===== src/rtl/mem_load_sched.sv =====
// In-order load scheduler: buffers issued loads and feeds the memory FU one at a time.
// Optional MEM_SCHED_BYPASS_EN: an empty, idle queue issues the enqueued load combinationally.
module mem_load_sched #(
  parameter int DEPTH    = 4,
  parameter int ROB_SIZE = 16,
  parameter int TAG_W    = 5
) (
  input  logic                     clk,
  input  logic                     reset,
  input  logic                     enq_valid,
  output logic                     enq_ready,
  input  logic [TAG_W-1:0]         enq_rob_tag,
  input  logic [31:0]              enq_addr,
  input  logic [6:0]               enq_pd,
  input  logic                     fu_ready,
  input  logic                     fu_done,
  output logic                     issue_valid,
  output logic [TAG_W-1:0]         issue_rob_tag,
  output logic [31:0]              issue_addr,
  output logic [6:0]               issue_pd,
  input  logic [TAG_W-1:0]         curr_rob_tag,
  input  logic                     mispredict,
  input  logic [TAG_W-1:0]         mispredict_tag,
  output logic [$clog2(DEPTH):0]   count
);

  localparam int PW = $clog2(DEPTH);
  localparam int CW = PW + 1;
  localparam int AW = TAG_W + 2;
  localparam logic [0:0] IDLE = 1'b0;
  localparam logic [0:0] WAIT = 1'b1;

  logic [DEPTH-1:0] val_q;
  logic [TAG_W-1:0] tag_q [DEPTH];
  logic [31:0]      addr_q [DEPTH];
  logic [6:0]       pd_q [DEPTH];
  logic [PW-1:0]    head_q, tail_q;
  logic [CW-1:0]    cnt_q, cnt_d;
  logic [0:0]       st_q, st_d;
  logic [TAG_W-1:0] infl_q, infl_d;
  logic             iv_q;
  logic [TAG_W-1:0] itag_q;
  logic [31:0]      iaddr_q;
  logic [6:0]       ipd_q;

  logic [AW-1:0]    lim;
  logic [DEPTH-1:0] sq_vec;
  logic             enq_sq, infl_sq;
  logic             enq_fire, nonempty, h_val, can_go;
  logic             byp, reg_enq, iss_head, pop_sq, wr, pop;

  // Squash window is (mispredict_tag, curr_rob_tag) modulo ROB_SIZE
  function automatic logic in_win(input logic [TAG_W-1:0] t,
                                  input logic [TAG_W-1:0] m,
                                  input logic [AW-1:0]    l);
    logic [AW-1:0] age;
    age = (AW'(t) + AW'(ROB_SIZE) - AW'(m)) % AW'(ROB_SIZE);
    return (age != '0) && (age < l);
  endfunction

  always_comb begin
    lim = (AW'(curr_rob_tag) + AW'(ROB_SIZE) - AW'(mispredict_tag))
          % AW'(ROB_SIZE);
    for (int i = 0; i < DEPTH; i++)
      sq_vec[i] = in_win(tag_q[i], mispredict_tag, lim);
    enq_sq  = in_win(enq_rob_tag, mispredict_tag, lim);
    infl_sq = in_win(infl_q, mispredict_tag, lim);
  end

  assign enq_ready = (cnt_q != CW'(DEPTH));
  assign count     = cnt_q;
  assign enq_fire  = enq_valid && enq_ready;
  assign nonempty  = (cnt_q != '0);
  assign h_val     = val_q[head_q];
  assign can_go    = !mispredict && fu_ready && (st_q == IDLE || fu_done);
  assign iss_head  = nonempty && h_val && can_go;
  assign pop_sq    = nonempty && !h_val && (st_q == IDLE) && !mispredict;
  assign pop       = iss_head || pop_sq;

`ifdef MEM_SCHED_BYPASS_EN
  assign byp     = !nonempty && (st_q == IDLE) && fu_ready && enq_valid && !mispredict;
  assign reg_enq = 1'b0;
  assign issue_valid   = iv_q || byp;
  assign issue_rob_tag = byp ? enq_rob_tag : itag_q;
  assign issue_addr    = byp ? enq_addr : iaddr_q;
  assign issue_pd      = byp ? enq_pd : ipd_q;
`else
  assign byp     = 1'b0;
  assign reg_enq = !nonempty && enq_fire && can_go;
  assign issue_valid   = iv_q;
  assign issue_rob_tag = itag_q;
  assign issue_addr    = iaddr_q;
  assign issue_pd      = ipd_q;
`endif

  assign wr    = enq_fire && !byp && !reg_enq;
  assign cnt_d = cnt_q + CW'(wr) - CW'(pop);

  always_comb begin
    st_d   = st_q;
    infl_d = infl_q;
    if (iss_head) begin
      st_d   = WAIT;
      infl_d = tag_q[head_q];
    end else if (reg_enq || byp) begin
      st_d   = WAIT;
      infl_d = enq_rob_tag;
    end else if (st_q == WAIT && (fu_done || (mispredict && infl_sq))) begin
      st_d = IDLE;
    end
  end

  always_ff @(posedge clk or posedge reset) begin
    if (reset) begin
      val_q   <= '0;
      head_q  <= '0;
      tail_q  <= '0;
      cnt_q   <= '0;
      st_q    <= IDLE;
      infl_q  <= '0;
      iv_q    <= 1'b0;
      itag_q  <= '0;
      iaddr_q <= '0;
      ipd_q   <= '0;
    end else begin
      if (mispredict) val_q <= val_q & ~sq_vec;
      if (wr) begin
        val_q[tail_q] <= !(mispredict && enq_sq);
        tail_q        <= tail_q + 1'b1;
      end
      if (pop) head_q <= head_q + 1'b1;
      cnt_q  <= cnt_d;
      st_q   <= st_d;
      infl_q <= infl_d;
      iv_q   <= iss_head || reg_enq;
      if (iss_head) begin
        itag_q  <= tag_q[head_q];
        iaddr_q <= addr_q[head_q];
        ipd_q   <= pd_q[head_q];
      end else if (reg_enq) begin
        itag_q  <= enq_rob_tag;
        iaddr_q <= enq_addr;
        ipd_q   <= enq_pd;
      end
    end
  end

  always_ff @(posedge clk) begin
    if (wr) begin
      tag_q[tail_q]  <= enq_rob_tag;
      addr_q[tail_q] <= enq_addr;
      pd_q[tail_q]   <= enq_pd;
    end
  end

endmodule

===== config.mk =====
export PLATFORM = sky130hd
export DESIGN_NAME = mem_load_sched
export DESIGN_NICKNAME = d
export VERILOG_FILES = /design/src/rtl/mem_load_sched.sv
export SDC_FILE = /design/constraint.sdc
export NUM_CORES = 1
export LEC_CHECK = 0
export ABC_AREA = 1
export CORE_MARGIN = 2
export CORE_UTILIZATION = 55
export CTS_BUF_LIST = sky130_fd_sc_hd__clkbuf_4 sky130_fd_sc_hd__clkbuf_8 sky130_fd_sc_hd__clkbuf_16
export CTS_CLUSTER_SIZE = 40
export DETAILED_ROUTE_END_ITERATION = 10
export PLACE_DENSITY = 0.8
export SYNTH_ARGS = -nofsm -noshare
export SYNTH_HDL_FRONTEND = slang
export SYNTH_SLANG_ARGS = --single-unit

===== constraint.sdc =====
create_clock -name clk -period 3.6 [get_ports clk]
set_clock_uncertainty 0.1 [all_clocks]
set_input_delay 0.54 -clock clk [delete_from_list [all_inputs] [get_ports clk]]
set_output_delay 0.54 -clock clk [all_outputs]
set_load 0.05 [all_outputs]

==> flow_summary_export.csv, run 1 <==
group,metric,value,unit
critical_path,timing.critical_path.cells,"clkdlybuf4s50_1 -> nor2_1 -> o21ai_2 -> nor2_4 -> buf_4 -> inv_2 -> nand2_1 -> nand3_1 -> o21ai_1 -> inv_1",
critical_path,critical_path.slowest_cell,"sky130_fd_sc_hd__clkdlybuf4s50_1",
cts,cts_tree,"yes",
sta,timing_worst_slew_pin_value,0.836,ns
yosys,synthesis.area,0.0107,mm²
critical_path,cp_num_buf_inv,4,
power,combinationalPowerShare,41.8,%
floorplanning,core_area,0.0193,mm²
critical_path,worst_setup_path_end_kind,"flop",
grt,remaining_overflow_grt,0,
sta,period_minus_slack,2.71,ns
layout,post-route-util,66.1,%
layout,finalInstanceArea,0.0127,mm²
grt,grt_first_pass_wirelength,38700,µm
place,placed_area,0.0120,mm²
sta,timing.final.hold_violations,0,
sta,rsz_0062_raised_after_global_routing,"false",
layout,num-nets-final,1252,
critical_path,reg2reg_slack,0.90,ns
critical_path,reg2reg_depth,12,
yosys,synth_edf_count,176,
yosys,synth_nets,1152,
yosys,number_of_instances_in_the_synthesized_netlist,1051,
power,cellLeakagePower,5.20,nW
route,drcViolationCount,0,
power,total_power,10.7,mW
critical_path,criticalPathCategory,"in2reg",
floorplanning,design.portCount,109,
layout,post_route_cells_drive_above_1_share,5.91,%
critical_path,critical_path_peak_fanout,44,
floorplanning,die_span_in_x,143,µm
place,place_hpwl,14500,µm
floorplanning,die_y,143,µm
sta,setup_tns,0,ns
layout,finish.cell_count_without_fillers,1433,
flow_run,maxCapViolations,0,
grt,grt_start_max_net_pins,81,
critical_path,critPathTopFamily,"buffers and inverters",
route,residual_antenna_violating_net_count_after_detailed_routing,0,
yosys,synth_async_sr_flop_share,24.5,%
sta,holdWs,0.316,ns
yosys,synth_area_per_cell,10.2,µm²
place,placed_cells,1391,
grt,vias_in_the_first_global_route,7842,
place,io_buffers,106,
critical_path,cp-startpoint,"mispredict",
power,power.share.clock,20.7,%
yosys,ys.warnings.count,0,
sta,final.period_utilization,75.3,%
layout,num_antenna_cells,0,
yosys,synth_cell_types,29,
yosys,synth_seq_area_share,62.7,%
cts,post_cts_buffers,0,
power,netSwitchingPower,4.37,mW
layout,area_delta_synth_final,19.1,%
cts,cts.sinks,233,
critical_path,crit_path_max_incr_delay,0.58,ns
sta,clock.fmax,0.369,GHz
floorplanning,fp-row-count,51,
route,drtIter0Drc,634,
place,post_place_setup_slack,0.386,ns
power,intPower,6.34,mW
critical_path,critical_path_required,3.90,ns
cts,cts_resized,0,
floorplanning,initial_core_util,55.5,%
power,p_sw_share,40.8,%
cts,tritoncts.num_buffers,23,
route,via_density_per_instance,5.53,
sta,finalSetupViolations,0,
cts,postCtsHoldBufs,0,
grt,global_route.usage.total,23.9,%
floorplanning,fp.dieArea,0.0206,mm²
cts,clock-root-buffer,"sky130_fd_sc_hd__clkbuf_16",
cts,clock_tree_buf_depth,3,
route,drt_pre_antenna_iters,5,
cts,htree_num_levels,1,
sta,finalWorstSetupSlack,0.891,ns
cts,clock_latency,0.51,ns
sta,timing.final.max_slew_violations,0,
cts,clkSlewWorstSetupHoldPaths,0.06,ns
sta,max-slew-margin-rel,44.3,%
power,sequentialPowerShare,37.5,%
yosys,synthFlopType,"sky130_fd_sc_hd__edfxtp_1",
power,power-per-cell-area,841,mW/mm²
route,route.final.wire_length,24100,µm
critical_path,worst_ep_arrival_time,3.01,ns
place,gp_congestion,0.874,
critical_path,startpoint_type,"primary input",
power,ir_worst_vdd,589,µV
status,outcome,"finished, final reports clean",
yosys,postSynthRegisterBits,233,
route,route.detailed.wl_per_inst,16.8,µm
critical_path,reg2reg_end,"count[2]",
critical_path,rr_startpoint,"head_q[0]",
min_path,hp-class,"in2async",
route,dr_total_vias,7929,
grt,antenna_violations_before_repair,0,
cells by family (layout without fill, tap and decap cells):
| kind of cell | count (synthesis) | in the layout | share of synthesized area, % |
|---|---|---|---|
| AND/OR/NAND/NOR | 444 | 444 | 16.7 |
| flip-flops | 233 | 233 | 62.7 |
| AO/OA/AOI/OAI | 186 | 186 | 9.27 |
| buffers and inverters | 139 | 256 | 5.24 |
| adder cells (fa/ha/maj) | 41 | 41 | 5.36 |
| XOR/XNOR | 8 | 8 | 0.655 |
Yosys cell counts, types with 4 or more instances:
library cell,n,area [µm²]
sky130_fd_sc_hd__fa_1,8,160
sky130_fd_sc_hd__o21ai_1,21,105
sky130_fd_sc_hd__a21oi_1,21,105
sky130_fd_sc_hd__edfxtp_1,176,5290
sky130_fd_sc_hd__ha_1,33,413
sky130_fd_sc_hd__xor2_1,6,52.6
sky130_fd_sc_hd__o21ai_0,99,495
sky130_fd_sc_hd__inv_1,87,327
sky130_fd_sc_hd__dfrtp_1,57,1430
sky130_fd_sc_hd__nand2_1,248,931
sky130_fd_sc_hd__nand3_1,72,360
sky130_fd_sc_hd__inv_2,4,15.0
sky130_fd_sc_hd__buf_2,20,100
sky130_fd_sc_hd__nor2_1,116,435
sky130_fd_sc_hd__clkbuf_1,22,82.6
sky130_fd_sc_hd__o22ai_1,42,263
sequential cells by signal (all words and copies together) (netlist names):
signal and count:
issue_valid 1, issue_addr 32, val_q 4, tag_q 20
pd_q 28, issue_rob_tag 5, tail_q 2, count 3
addr_q 128, head_q 2, st_q 1, issue_pd 7
area by class of cell:
type / count / area (µm²)
Clock buffer: 30 / 641
Clock inverter: 12 / 58.8
Fill cell: 1452 / 6530
Inverter: 91 / 342
Multi-Input combinational cell: 679 / 3430
Sequential cell: 233 / 6710
Tap cell: 265 / 332
Timing Repair Buffer: 123 / 1230
power by group through the flow:
stage	Sequential, mW	Clock, mW	Combinational (mW)
2_1_floorplan	4.88	0	2.20
3_3_place_gp	4.04	0	4.30
3_5_place_dp	4.06	0	4.45
4_1_cts	4.01	2.24	4.48
5_1_grt	4.08	2.35	4.92
6_report	4.02	2.22	4.47
per-layer routing:
layer / vias up / track usage, % / wire length, µm
li1: 3762 / - / -
met1: 3814 / 31.3 / 10000
met2: 293 / 40.7 / 11900
met3: 60 / 3.47 / 1420
met4: 0 / 8.98 / 724
met5: - / 0 / 0
worst register-to-register path: stages, from the launching register on:
cell and delay [ns]:
sky130_fd_sc_hd__dfrtp_2 0.69, sky130_fd_sc_hd__inv_2 0.17, sky130_fd_sc_hd__nand2_1 0.10, sky130_fd_sc_hd__nand3_1 0.07, sky130_fd_sc_hd__nand2_1 0.11, sky130_fd_sc_hd__inv_1 0.06, sky130_fd_sc_hd__nand2_2 0.06, sky130_fd_sc_hd__nand2_1 0.14
sky130_fd_sc_hd__ha_1 0.32, sky130_fd_sc_hd__inv_1 0.04, sky130_fd_sc_hd__ha_1 0.18, sky130_fd_sc_hd__fa_1 0.37, sky130_fd_sc_hd__xor2_1 0.17
cell usage in the layout (no fill, tap or decap), types with 2 or more instances in the layout:
master / count
sky130_fd_sc_hd__buf_12: 3
sky130_fd_sc_hd__o22ai_1: 42
sky130_fd_sc_hd__nand3_1: 72
sky130_fd_sc_hd__fa_1: 8
sky130_fd_sc_hd__clkbuf_16: 23
sky130_fd_sc_hd__dfrtp_1: 56
sky130_fd_sc_hd__o211ai_1: 2
sky130_fd_sc_hd__a21oi_1: 21
sky130_fd_sc_hd__inv_1: 82
sky130_fd_sc_hd__clkbuf_8: 2
sky130_fd_sc_hd__clkinv_1: 6
sky130_fd_sc_hd__nand3b_1: 2
sky130_fd_sc_hd__inv_2: 9
sky130_fd_sc_hd__ha_1: 33
sky130_fd_sc_hd__nor2_1: 116
sky130_fd_sc_hd__clkbuf_4: 5
sky130_fd_sc_hd__xnor2_1: 2
sky130_fd_sc_hd__nand2_1: 248
sky130_fd_sc_hd__clkdlybuf4s50_1: 106
sky130_fd_sc_hd__edfxtp_1: 176
sky130_fd_sc_hd__xor2_1: 6
sky130_fd_sc_hd__o21ai_0: 99
sky130_fd_sc_hd__nor2_4: 2
sky130_fd_sc_hd__buf_4: 14
sky130_fd_sc_hd__clkinv_2: 4
sky130_fd_sc_hd__o21ai_1: 21
how the worst max path moves through the flow:
| stage | end | slack, ns | cells after the start |
|---|---|---|---|
| 2_1_floorplan | addr_q[0][0] | 0.61 | 6 |
| 3_3_place_gp | val_q[3] | 0.48 | 10 |
| 3_5_place_dp | val_q[2] | 0.39 | 14 |
| 4_1_cts | issue_addr[24] | 0.90 | 10 |
| 5_1_grt | val_q[2] | 0.68 | 14 |
| 6_report | issue_addr[24] | 0.89 | 10 |
(Power assumes the default switching activity.)
==> run 2, diff against run 1 <==
clock period = 2.5 ns   (was 3.6 ns; I/O delays follow)
==> run 2 against run 1 <==
Sequential cell count is the same. Critical path depth down 7. Die area is the same. Cell area increased by 3.2%. Clock-buffer cell count rose by 4. First-iteration DRC count up 9.3%. Combinational power grew 49%. Clock power increased by 63%.
==> flow_summary_export.csv, run 2 (synthesis results as in run 1) <==
group,metric,value,unit
cts,cts_resized,0,
layout,post_route_cells_drive_above_1_share,8.86,%
sta,rsz_0062_raised_after_global_routing,"false",
cts,clkSlewWorstSetupHoldPaths,0.06,ns
sta,finalSetupViolations,0,
route,drtIter0Drc,693,
grt,vias_in_the_first_global_route,7995,
power,ir_worst_vdd,771,µV
floorplanning,initial_core_util,55.5,%
sta,period_minus_slack,2.36,ns
cts,clock-root-buffer,"sky130_fd_sc_hd__clkbuf_16",
floorplanning,die_y,143,µm
layout,largest_register,"addr_q",
floorplanning,core_area,0.0193,mm²
cts,postCtsHoldBufs,0,
place,gp_congestion,0.864,
power,cellLeakagePower,5.39,nW
cts,cts.sinks,233,
sta,final.period_utilization,94.3,%
place,io_buffers,106,
layout,num_antenna_cells,0,
cts,clock_tree_buf_depth,3,
critical_path,cp_num_buf_inv,1,
critical_path,timing.critical_path.cells,"nor2_1 -> nand2_4 -> clkdlybuf4s50_1",
cts,post_cts_buffers,0,
grt,antenna_violations_before_repair,0,
sta,finalWorstSetupSlack,0.142,ns
sta,timing.final.max_slew_violations,0,
grt,grt_first_pass_wirelength,38800,µm
critical_path,criticalPathCategory,"reg2out",
floorplanning,design.portCount,109,
sta,setup_tns,0,ns
layout,layout.cells.most_common_list,"sky130_fd_sc_hd__nand2_1 (247), sky130_fd_sc_hd__edfxtp_1 (176), sky130_fd_sc_hd__nor2_1 (116)",
sta,holdWs,0.116,ns
route,residual_antenna_violating_net_count_after_detailed_routing,0,
place,post_place_setup_slack,-0.270,ns
route,via_density_per_instance,5.48,
sta,timing.final.hold_violations,0,
min_path,hp-class,"in2async",
floorplanning,die_span_in_x,143,µm
cts,htree_num_levels,1,
route,drt_pre_antenna_iters,5,
place,place_hpwl,15300,µm
power,total_power,16.0,mW
sta,clock.fmax,0.424,GHz
floorplanning,fp.dieArea,0.0206,mm²
sta,timing_worst_slew_pin_value,0.753,ns
cts,tritoncts.num_buffers,23,
critical_path,worst_setup_path_end_kind,"output port",
layout,largest_reg_flops,128,
grt,remaining_overflow_grt,0,
critical_path,critical_path_peak_fanout,4,
power,power-per-cell-area,1220,mW/mm²
layout,layout_commonest_cell,"sky130_fd_sc_hd__nand2_1",
layout,area_delta_synth_final,22.9,%
grt,grt_start_max_net_pins,57,
cts,clock_latency,0.51,ns
sta,max-slew-margin-rel,49.7,%
cts,cts_tree,"yes",
grt,global_route.usage.total,24.1,%
critical_path,startpoint_type,"flop",
floorplanning,fp-row-count,51,
route,route.detailed.wl_per_inst,16.5,µm
status,outcome,"finished, final reports clean",
route,route.final.wire_length,24100,µm
critical_path,critical_path.slowest_cell,"sky130_fd_sc_hd__clkdlybuf4s50_1",
critical_path,crit_path_max_incr_delay,0.70,ns
critical_path,worst_ep_arrival_time,1.88,ns
route,dr_total_vias,8001,
flow_run,maxCapViolations,0,
critical_path,critPathTopFamily,"buffers and inverters",
layout,num-nets-final,1280,
critical_path,critical_path_required,2.03,ns
route,drcViolationCount,0,
run 2: changes by cell type in the layout (fill, tap and decap cells not counted), moves of 4 or more:
cell,before,now
sky130_fd_sc_hd__buf_12,3,8
sky130_fd_sc_hd__bufinv_16,0,4
sky130_fd_sc_hd__inv_2,9,5
sky130_fd_sc_hd__clkinv_1,6,1
sky130_fd_sc_hd__buf_4,14,37
sky130_fd_sc_hd__clkbuf_4,5,11
run 2: through the flow:
stage | cell area, µm² | utilization (%) | cells
6_report | 13100 | 68.2 | 1461
5_1_grt | 13100 | 68.2 | 1461
4_1_cts | 13100 | 68.2 | 1461
3_5_place_dp | 12300 | 64.0 | 1419
3_3_place_gp | 12300 | 64.0 | 1419
2_1_floorplan | 10700 | - | 1051
run 2: final cells by class:
type | instances | area [µm²]
inverter | 91 | 357
multi-input combinational | 679 | 3430
clock inverter | 8 | 149
fill | 1430 | 6130
clock buffer | 34 | 658
tap | 265 | 332
timing repair buffer | 151 | 1500
sequential | 233 | 6720
run 2: worst paths after layout:
kind | startpoint | cells past startpoint | slack (ns) | endpoint
setup / recovery | count[0] | 3 | 0.14 | enq_ready
hold / removal | reset | 2 | 0.12 | issue_addr[22]
setup reg to reg | count[0] | 9 | 0.33 | count[2]
hold reg to reg | issue_addr[19] | 2 | 0.38 | issue_addr[19]
max in group asynchronous | reset | 3 | 1.58 | issue_valid
min in group clk | issue_addr[19] | 2 | 0.38 | issue_addr[19]
run 2: power breakdown:
| group | switching (mW) | internal, mW | total [mW] |
|---|---|---|---|
| sequential | 0.465 | 5.27 | 5.74 |
| clock | 1.37 | 2.25 | 3.62 |
| combinational | 4.45 | 2.21 | 6.66 |
run 2: per-layer routing:
metal / share of wire [%] / GRT usage, % / vias to the layer above / routed length, µm
met1: 42 / 30.3 / 3821 / 10000
met5: 0 / 0 / - / 0
met3: 5.8 / 3.93 / 67 / 1390
met4: 3.6 / 9.96 / 0 / 875
li1: - / - / 3829 / -
met2: 49 / 41.6 / 284 / 11800
